[config.mk]
export PLATFORM = sky130hd
export DESIGN_NAME = inst_fetch_flat
export DESIGN_NICKNAME = d
export VERILOG_FILES = /design/src/rtl/inst_fetch_pkg.sv /design/src/rtl/inst_fetch_if.sv /design/src/rtl/inst_fetch.sv /design/src/flat_wrapper.sv
export SDC_FILE = /design/constraint.sdc
export NUM_CORES = 1
export LEC_CHECK = 0
export ABC_AREA = 1
export BUFFER_PORTS_ARGS = -buffer_cell sky130_fd_sc_hd__clkbuf_2
export CAP_MARGIN = 0
export CORE_ASPECT_RATIO = 1.25
export CORE_UTILIZATION = 40
export CTS_CLUSTER_SIZE = 20
export DETAILED_ROUTE_END_ITERATION = 6
export GPL_TIMING_DRIVEN = 0
export HOLD_SLACK_MARGIN = 0.06
export PLACE_DENSITY = 0.74
export SKIP_CTS_REPAIR_TIMING = 1
export SLEW_MARGIN = 10
export SYNTH_ARGS = -nofsm -noshare
export SYNTH_HDL_FRONTEND = slang
export SYNTH_SLANG_ARGS = --single-unit
[constraint.sdc]
create_clock -name clk -period 1.5 [get_ports clk]
set_clock_uncertainty 0.05 [all_clocks]
set_input_delay 0.225 -clock clk [delete_from_list [all_inputs] [get_ports clk]]
set_output_delay 0.225 -clock clk [all_outputs]
set_load 0.005 [all_outputs]
[src/rtl/inst_fetch_pkg.sv]
// Shared fetch-stage definitions: reset vector, word widths, address alignment helpers.
// Latency: n/a (types, constants and pure functions only).
// Backpressure: n/a.
package inst_fetch_pkg;

    localparam int unsigned XLEN   = 32;
    localparam int unsigned INST_W = 32;

    localparam logic [XLEN-1:0] RESET_VECTOR = 32'hBFC0_0000;
    localparam logic [XLEN-1:0] WORD_BYTES   = 32'd4;

    // Fetches are always word aligned; a bad target is forced down to the word.
    function automatic logic [XLEN-1:0] word_align(input logic [XLEN-1:0] addr);
        return {addr[XLEN-1:2], 2'b00};
    endfunction

    function automatic logic is_misaligned(input logic [XLEN-1:0] addr);
        return |addr[1:0];
    endfunction

endpackage

[src/rtl/inst_fetch_if.sv]
// Fetch-stage bundle: instruction memory req/ready bus plus the fetch->decode handshake.
// Latency: n/a (wires only).
// Backpressure: memory via mem_ready, decode via stall.
// master = fetch stage; slave = memory + decode side.
interface inst_fetch_if
    import inst_fetch_pkg::*;
();
    // instruction memory bus
    logic              mem_req;
    logic [XLEN-1:0]   mem_addr;
    logic              mem_ready;
    logic [INST_W-1:0] mem_rdata;
    // toward decode
    logic              inst_valid;
    logic [INST_W-1:0] inst;
    logic [XLEN-1:0]   next_pc;
    logic              delay_slot;
    logic              addr_err;
    // back from decode / exception logic
    logic              stall;
    logic              is_jump;
    logic [XLEN-1:0]   jump_pc;
    logic              flush;
    logic [XLEN-1:0]   flush_pc;

    modport master (
        output mem_req, mem_addr,
        input  mem_ready, mem_rdata,
        output inst_valid, inst, next_pc, delay_slot, addr_err,
        input  stall, is_jump, jump_pc, flush, flush_pc
    );

    modport slave (
        input  mem_req, mem_addr,
        output mem_ready, mem_rdata,
        input  inst_valid, inst, next_pc, delay_slot, addr_err,
        output stall, is_jump, jump_pc, flush, flush_pc
    );
endinterface

[src/rtl/inst_fetch.sv]
// Instruction fetch stage: owns the PC, fetches one word per instruction, MIPS delay-slot jumps, flush.
// Latency: mem_ready -> inst_valid 1 cycle; zero-wait bus gives one instruction every 2 cycles.
// Backpressure: stall holds the instruction in VALID and issues no bus request until accepted.
// Ports: clk, rst_n (async active-low); bus = inst_fetch_if.master (memory bus + decode handshake).
module inst_fetch
    import inst_fetch_pkg::*;
#(
    parameter logic [XLEN-1:0] RESET_PC = RESET_VECTOR
) (
    input  logic          clk,
    input  logic          rst_n,
    inst_fetch_if.master  bus
);

    typedef enum logic [1:0] {
        S_IDLE    = 2'd0,
        S_FETCH   = 2'd1,
        S_VALID   = 2'd2,
        S_DISCARD = 2'd3   // flushed while a bus cycle was in flight; wait it out
    } state_t;

    state_t            r_state, w_state_nxt;

    logic [XLEN-1:0]   r_pc;          // address of the fetch in flight / next fetch
    logic              r_pc_err;      // r_pc came from a misaligned target
    logic              r_pend_jump;   // jump accepted, its delay slot not yet accepted
    logic [XLEN-1:0]   r_pend_tgt;
    logic              r_pend_err;
    logic [XLEN-1:0]   r_flush_tgt;   // redirect held while DISCARD drains the bus
    logic              r_flush_err;
    logic [INST_W-1:0] r_inst;
    logic [XLEN-1:0]   r_next_pc;     // inst_pc + 4, kept directly as that is all we need
    logic              r_delay_slot;
    logic              r_addr_err;

    logic              w_capture;
    logic              w_pc_ld;
    logic [XLEN-1:0]   w_pc_nxt;
    logic              w_pc_err_nxt;
    logic              w_pend_set;
    logic              w_pend_clr;
    logic              w_flush_save;

    always_ff @(posedge clk or negedge rst_n) begin
        if (!rst_n) r_state <= S_IDLE;
        else        r_state <= w_state_nxt;
    end

    always_comb begin
        w_state_nxt  = r_state;
        w_capture    = 1'b0;
        w_pc_ld      = 1'b0;
        w_pc_nxt     = r_pc;
        w_pc_err_nxt = r_pc_err;
        w_pend_set   = 1'b0;
        w_pend_clr   = 1'b0;
        w_flush_save = 1'b0;

        case (r_state)
            S_IDLE: begin
                w_state_nxt = S_FETCH;
                if (bus.flush) begin
                    w_pc_ld      = 1'b1;
                    w_pc_nxt     = word_align(bus.flush_pc);
                    w_pc_err_nxt = is_misaligned(bus.flush_pc);
                    w_pend_clr   = 1'b1;
                end
            end
            S_FETCH: begin
                if (bus.flush) begin
                    w_pend_clr = 1'b1;
                    if (bus.mem_ready) begin
                        // bus cycle ends now: drop the word, restart at the redirect
                        w_pc_ld      = 1'b1;
                        w_pc_nxt     = word_align(bus.flush_pc);
                        w_pc_err_nxt = is_misaligned(bus.flush_pc);
                    end else begin
                        w_flush_save = 1'b1;
                        w_state_nxt  = S_DISCARD;
                    end
                end else if (bus.mem_ready) begin
                    w_capture   = 1'b1;
                    w_state_nxt = S_VALID;
                end
            end
            S_VALID: begin
                if (bus.flush) begin
                    w_pc_ld      = 1'b1;
                    w_pc_nxt     = word_align(bus.flush_pc);
                    w_pc_err_nxt = is_misaligned(bus.flush_pc);
                    w_pend_clr   = 1'b1;
                    w_state_nxt  = S_FETCH;
                end else if (!bus.stall) begin
                    w_pc_ld     = 1'b1;
                    w_state_nxt = S_FETCH;
                    if (r_pend_jump) begin
                        // delay slot accepted: go to the target; a jump in the slot is ignored
                        w_pc_nxt     = r_pend_tgt;
                        w_pc_err_nxt = r_pend_err;
                        w_pend_clr   = 1'b1;
                    end else begin
                        w_pc_nxt     = r_next_pc;
                        w_pc_err_nxt = 1'b0;
                        w_pend_set   = bus.is_jump;
                    end
                end
            end
            S_DISCARD: begin
                if (bus.flush) begin
                    w_pend_clr = 1'b1;
                end
                if (bus.mem_ready) begin
                    w_pc_ld      = 1'b1;
                    w_pc_nxt     = bus.flush ? word_align(bus.flush_pc) : r_flush_tgt;
                    w_pc_err_nxt = bus.flush ? is_misaligned(bus.flush_pc) : r_flush_err;
                    w_state_nxt  = S_FETCH;
                end else if (bus.flush) begin
                    w_flush_save = 1'b1;   // latest redirect wins
                end
            end
            default: w_state_nxt = S_IDLE;
        endcase
    end

    always_ff @(posedge clk or negedge rst_n) begin
        if (!rst_n) begin
            r_pc         <= RESET_PC;
            r_pc_err     <= 1'b0;
            r_pend_jump  <= 1'b0;
            r_pend_tgt   <= '0;
            r_pend_err   <= 1'b0;
            r_flush_tgt  <= '0;
            r_flush_err  <= 1'b0;
            r_inst       <= '0;
            r_next_pc    <= '0;
            r_delay_slot <= 1'b0;
            r_addr_err   <= 1'b0;
        end else begin
            if (w_pc_ld) begin
                r_pc     <= w_pc_nxt;
                r_pc_err <= w_pc_err_nxt;
            end
            if (w_capture) begin
                r_inst       <= bus.mem_rdata;
                r_next_pc    <= r_pc + WORD_BYTES;
                r_delay_slot <= r_pend_jump;
                r_addr_err   <= r_pc_err;
            end
            if (w_pend_clr) begin
                r_pend_jump <= 1'b0;
            end else if (w_pend_set) begin
                r_pend_jump <= 1'b1;
                r_pend_tgt  <= word_align(bus.jump_pc);
                r_pend_err  <= is_misaligned(bus.jump_pc);
            end
            if (w_flush_save) begin
                r_flush_tgt <= word_align(bus.flush_pc);
                r_flush_err <= is_misaligned(bus.flush_pc);
            end
        end
    end

    // Outputs decode straight from registers so an async reset drops mem_req at once.
    assign bus.mem_req    = (r_state == S_FETCH) || (r_state == S_DISCARD);
    assign bus.mem_addr   = bus.mem_req ? r_pc : '0;
    assign bus.inst_valid = (r_state == S_VALID);
    assign bus.inst       = r_inst;
    assign bus.next_pc    = r_next_pc;
    assign bus.delay_slot = r_delay_slot;
    assign bus.addr_err   = r_addr_err;

endmodule

[src/flat_wrapper.sv]
// flat-port wrapper written by rule: the top's interface ports become plain ports
module inst_fetch_flat import inst_fetch_pkg::*;
#(
    parameter logic [XLEN-1:0] RESET_PC = RESET_VECTOR
)
  (clk, rst_n, bus_mem_req, bus_mem_addr, bus_mem_ready, bus_mem_rdata, bus_inst_valid, bus_inst, bus_next_pc, bus_delay_slot, bus_addr_err, bus_stall, bus_is_jump, bus_jump_pc, bus_flush, bus_flush_pc);
  inst_fetch_if bus_i ();
  input  logic clk;
  input  logic rst_n;
  output wire logic [$bits(bus_i.mem_req)-1:0] bus_mem_req;
  output wire logic [$bits(bus_i.mem_addr)-1:0] bus_mem_addr;
  input wire logic [$bits(bus_i.mem_ready)-1:0] bus_mem_ready;
  input wire logic [$bits(bus_i.mem_rdata)-1:0] bus_mem_rdata;
  output wire logic [$bits(bus_i.inst_valid)-1:0] bus_inst_valid;
  output wire logic [$bits(bus_i.inst)-1:0] bus_inst;
  output wire logic [$bits(bus_i.next_pc)-1:0] bus_next_pc;
  output wire logic [$bits(bus_i.delay_slot)-1:0] bus_delay_slot;
  output wire logic [$bits(bus_i.addr_err)-1:0] bus_addr_err;
  input wire logic [$bits(bus_i.stall)-1:0] bus_stall;
  input wire logic [$bits(bus_i.is_jump)-1:0] bus_is_jump;
  input wire logic [$bits(bus_i.jump_pc)-1:0] bus_jump_pc;
  input wire logic [$bits(bus_i.flush)-1:0] bus_flush;
  input wire logic [$bits(bus_i.flush_pc)-1:0] bus_flush_pc;
  assign bus_mem_req = bus_i.mem_req;
  assign bus_mem_addr = bus_i.mem_addr;
  assign bus_i.mem_ready = bus_mem_ready;
  assign bus_i.mem_rdata = bus_mem_rdata;
  assign bus_inst_valid = bus_i.inst_valid;
  assign bus_inst = bus_i.inst;
  assign bus_next_pc = bus_i.next_pc;
  assign bus_delay_slot = bus_i.delay_slot;
  assign bus_addr_err = bus_i.addr_err;
  assign bus_i.stall = bus_stall;
  assign bus_i.is_jump = bus_is_jump;
  assign bus_i.jump_pc = bus_jump_pc;
  assign bus_i.flush = bus_flush;
  assign bus_i.flush_pc = bus_flush_pc;
  inst_fetch #(.RESET_PC(RESET_PC)) u_core (.clk(clk), .rst_n(rst_n), .bus(bus_i));
endmodule
==> metrics.md <==
| Metric | Value |
|---|---|
| Number of flops mapped to enable cells by yosys | `0` |
| Final non-filler cell area | `0.01161 sq mm` |
| R2R setup slack | `-180 ps` |
| Initial antenna violation count | `0` |
| Syn nets | `1273` |
| Die Width | `131.4 um` |
| Routed WL | `28850 um` |
| Fraction of registers with async set or reset after synthesis | `1.000` |
| First-pass GRT wire length | `41200 um` |
| CP Class | `register to register` |
| RR Startpoint | `u_core.r_state[0]` |
| Crit. End Element | `register` |
| Sw Share | `0.4002` |
| Minimum hold slack | `1.800 ps` |
| Pins Over Slew Limit | `0` |
| Via count | `8705` |
| Via-to-Cell Ratio | `4.904` |
| Total GRT Usage | `0.2504` |
| Ratio of cells with drive above 1 in the final layout | `0.2425` |
| Tmin final | `1683 ps` |
| Root Driver | `clkbuf_16` |
| Skew-Pair Late Insertion Delay | `440 ps` |
| DR iter-0 viols | `927` |
| Leading area contributor after synthesis | `dfrtp_1` |
| Critical Path Start | `u_core.r_state[0]` |
| Worst hold path type | `input pin to register` |
| Static leakage | `6.165 nW` |
| CTS buffer count | `17` |
| Std cell rows | `58` |
| Failing checks | `setup timing` |
| Commonest cells post-synth | `nand2_1 (489), dfrtp_1 (155), inv_1 (139)` |
| Req. time, crit path | `1820 ps` |
| Final Hold Viols | `0` |
| Count leader, synth | `nand2_1` |
| Pwr Total | `19.50 mW` |
| CTS tree | `done` |
| Initial DRT Pass Iterations | `7` |
| P_int | `11.70 mW` |
| Register bit total from synthesis | `164` |
| Post-synthesis average cell area | `7.160 sq um` |
| Slew headroom | `0.5805` |
| RSZ-0062 raised after global routing | `true` |
| Synth warn | `0` |
| Final number of setup-violating endpoints | `196` |
| Post-DP Area | `0.009757 sq mm` |
| Max cap viols | `0` |
| Status | `complete, but fails checks` |
| Peak VDD IR | `0.0009025 V` |
| Fmax achieved | `594.2 MHz` |
| Worst slew pin tran | `629.3 ps` |
| Clock Power Share | `0.220` |
| Synth-to-Final Area Change | `38.57%` |
| Pin count of the biggest net entering global routing | `92` |
| Combinational power share | `0.373` |
| IO Pins | `202` |
| Routed Antenna Nets | `0` |
| Critical Path Source Type | `register` |
| Fin worst setup slack | `-182.9 ps` |
| Total congestion overflow | `0` |
| Power Dens Cells | `1680 mW/mm^2` |
| ANT cells | `0` |
| Vias in the first global route | `7928` |
| DRC | `0` |
| Syn Inst Count | `1170` |
| CTS clock-pin slew for the worst setup and hold paths | `70 ps` |
| Die area | `0.02153 sq mm` |
| CTS sink cnt | `164` |
| Worst EP arrival | `2000 ps` |
| CTS HTree Levels | `4` |
| Unique masters post-synth | `33` |
| Hold_sp | `bus_flush_pc[28]` |
| Register share of total power | `0.407` |
| WL per Instance | `16.26 um` |
| Main flop type after synthesis | `dfrtp_1` |
| Chip Height | `163.8 um` |
| Initial core utilization | `0.4123` |
| Post-DP HPWL | `20020 um` |
| Synthesized cell area | `0.008377 sq mm` |
| Critical Path Fanout Max | `10` |
| Std-Cell Core Area | `0.02032 sq mm` |
| Top cells by area, synth | `dfrtp_1 (46%), nand2_1 (22%), o21ai_0 (6.8%)` |
| Tcrit/Tclk final | `1.122` |
| IO Port Bufs | `200` |
| Yosys top cell area share | `0.4630` |
| Switch Pwr | `7.803 mW` |
| Clock Path Buffers | `2` |
| Nets@finish | `1595` |
| Placer Congestion | `0.9260` |
| Sequential share of the synthesized area | `0.4913` |
-- registers in the layout (all words and copies together) (netlist names) --
register and count:
u_core.r_pend_jump 1, u_core.r_pend_err 1, u_core.r_pend_tgt 30, u_core.r_flush_tgt 30, u_core.r_flush_err 1, u_core.r_pc 32, u_core.r_pc_err 1, u_core.bus.addr_err 1
u_core.r_state 2, u_core.bus.inst 32, u_core.bus.next_pc 32, u_core.bus.delay_slot 1
-- area by class of cell --
type / count / area (sq um)
Fill cell: 1864 / 8712
Sequential cell: 164 / 4124
Multi-Input combinational cell: 809 / 3621
Timing Repair Buffer: 301 / 2011
Inverter: 142 / 545.5
Clock buffer: 18 / 439.2
Buffer: 57 / 400.4
Tap cell: 270 / 337.8
Clock inverter: 14 / 128.9
-- logic make-up after synthesis --
group	Yosys count	share of synthesized area
compound gates	168	0.1080
xor+xnor	7	0.007319
fa+ha+maj	1	0.001493
buf+inv	199	0.09619
flops	164	0.4913
mux	1	0.001344
simple gates	630	0.2944
-- layer usage --
layer | GRT usage | routed length, um
met3 | 0.05278 | 2050
met2 | 0.4180 | 14180
met5 | 0 | 0
met4 | 0.1395 | 1183
met1 | 0.3023 | 11440
-- worst max-delay path, cell delays in order, from the launching register on --
cell and delay (ps):
dfrtp_1 350, buf_6 170, inv_1 120, nor2_4 200, nand3_4 180, inv_6 140
buf_4 190, nand3_1 130, nand2_1 80
-- power by group through the flow --
stage | Clock [mW] | Sequential (mW) | Combinational [mW]
2_1_floorplan | 0 | 7.49 | 3.65
3_5_place_dp | 0 | 7.86 | 6.41
4_1_cts | 4.32 | 7.83 | 6.45
3_3_place_gp | 0 | 7.85 | 6.25
5_1_grt | 4.50 | 8.14 | 8.15
6_report | 4.28 | 7.94 | 7.28
-- through the flow --
step / instances / util / worst slack [ps] / setup TNS [ps]
2_1_floorplan: 1170 / - / 61.98 / 0
3_5_place_dp: 1641 / 0.4802 / -557.5 / -40540
6_report: 1775 / 0.5712 / -182.9 / -20000
3_3_place_gp: 1640 / 0.4784 / -2880 / -492290
5_1_grt: 1775 / 0.5712 / -256.6 / -35110
4_1_cts: 1673 / 0.5081 / -591.1 / -58500
-- cells in the final DEF (no fill, tap or decap), types with 4 or more instances in the layout --
cell / netlist / routed
dfrtp_2: 0 / 7
nand2_1: 489 / 484
a21oi_1: 19 / 19
nor2_1: 96 / 82
dlygate4sd3_1: 0 / 80
buf_2: 21 / 16
inv_1: 139 / 137
nand3_1: 35 / 34
a22oi_1: 5 / 5
clkinvlp_4: 0 / 5
o21ai_0: 114 / 107
clkbuf_16: 0 / 17
nor2_4: 2 / 7
clkbuf_1: 25 / 5
o21ai_1: 15 / 16
clkbuf_4: 0 / 7
inv_6: 0 / 4
dfstp_2: 9 / 9
buf_6: 0 / 12
o21ai_2: 0 / 6
nor2_2: 0 / 9
o21bai_1: 4 / 4
buf_4: 8 / 31
dfrtp_1: 155 / 148
clkbuf_2: 2 / 202
xor2_1: 6 / 6
o211ai_1: 5 / 5
-- worst paths after layout --
path / cells past startpoint / to
setup reg to reg: 8 / u_core.bus.next_pc[24]
hold / removal: 3 / u_core.r_flush_tgt[28]
max in group asynchronous: 3 / u_core.r_pc[27]
setup / recovery: 8 / u_core.bus.next_pc[24]
min in group asynchronous: 2 / u_core.bus.inst[11]
hold reg to reg: 2 / u_core.bus.inst[17]
No activity file was read; power rests on OpenSTA's default activity.
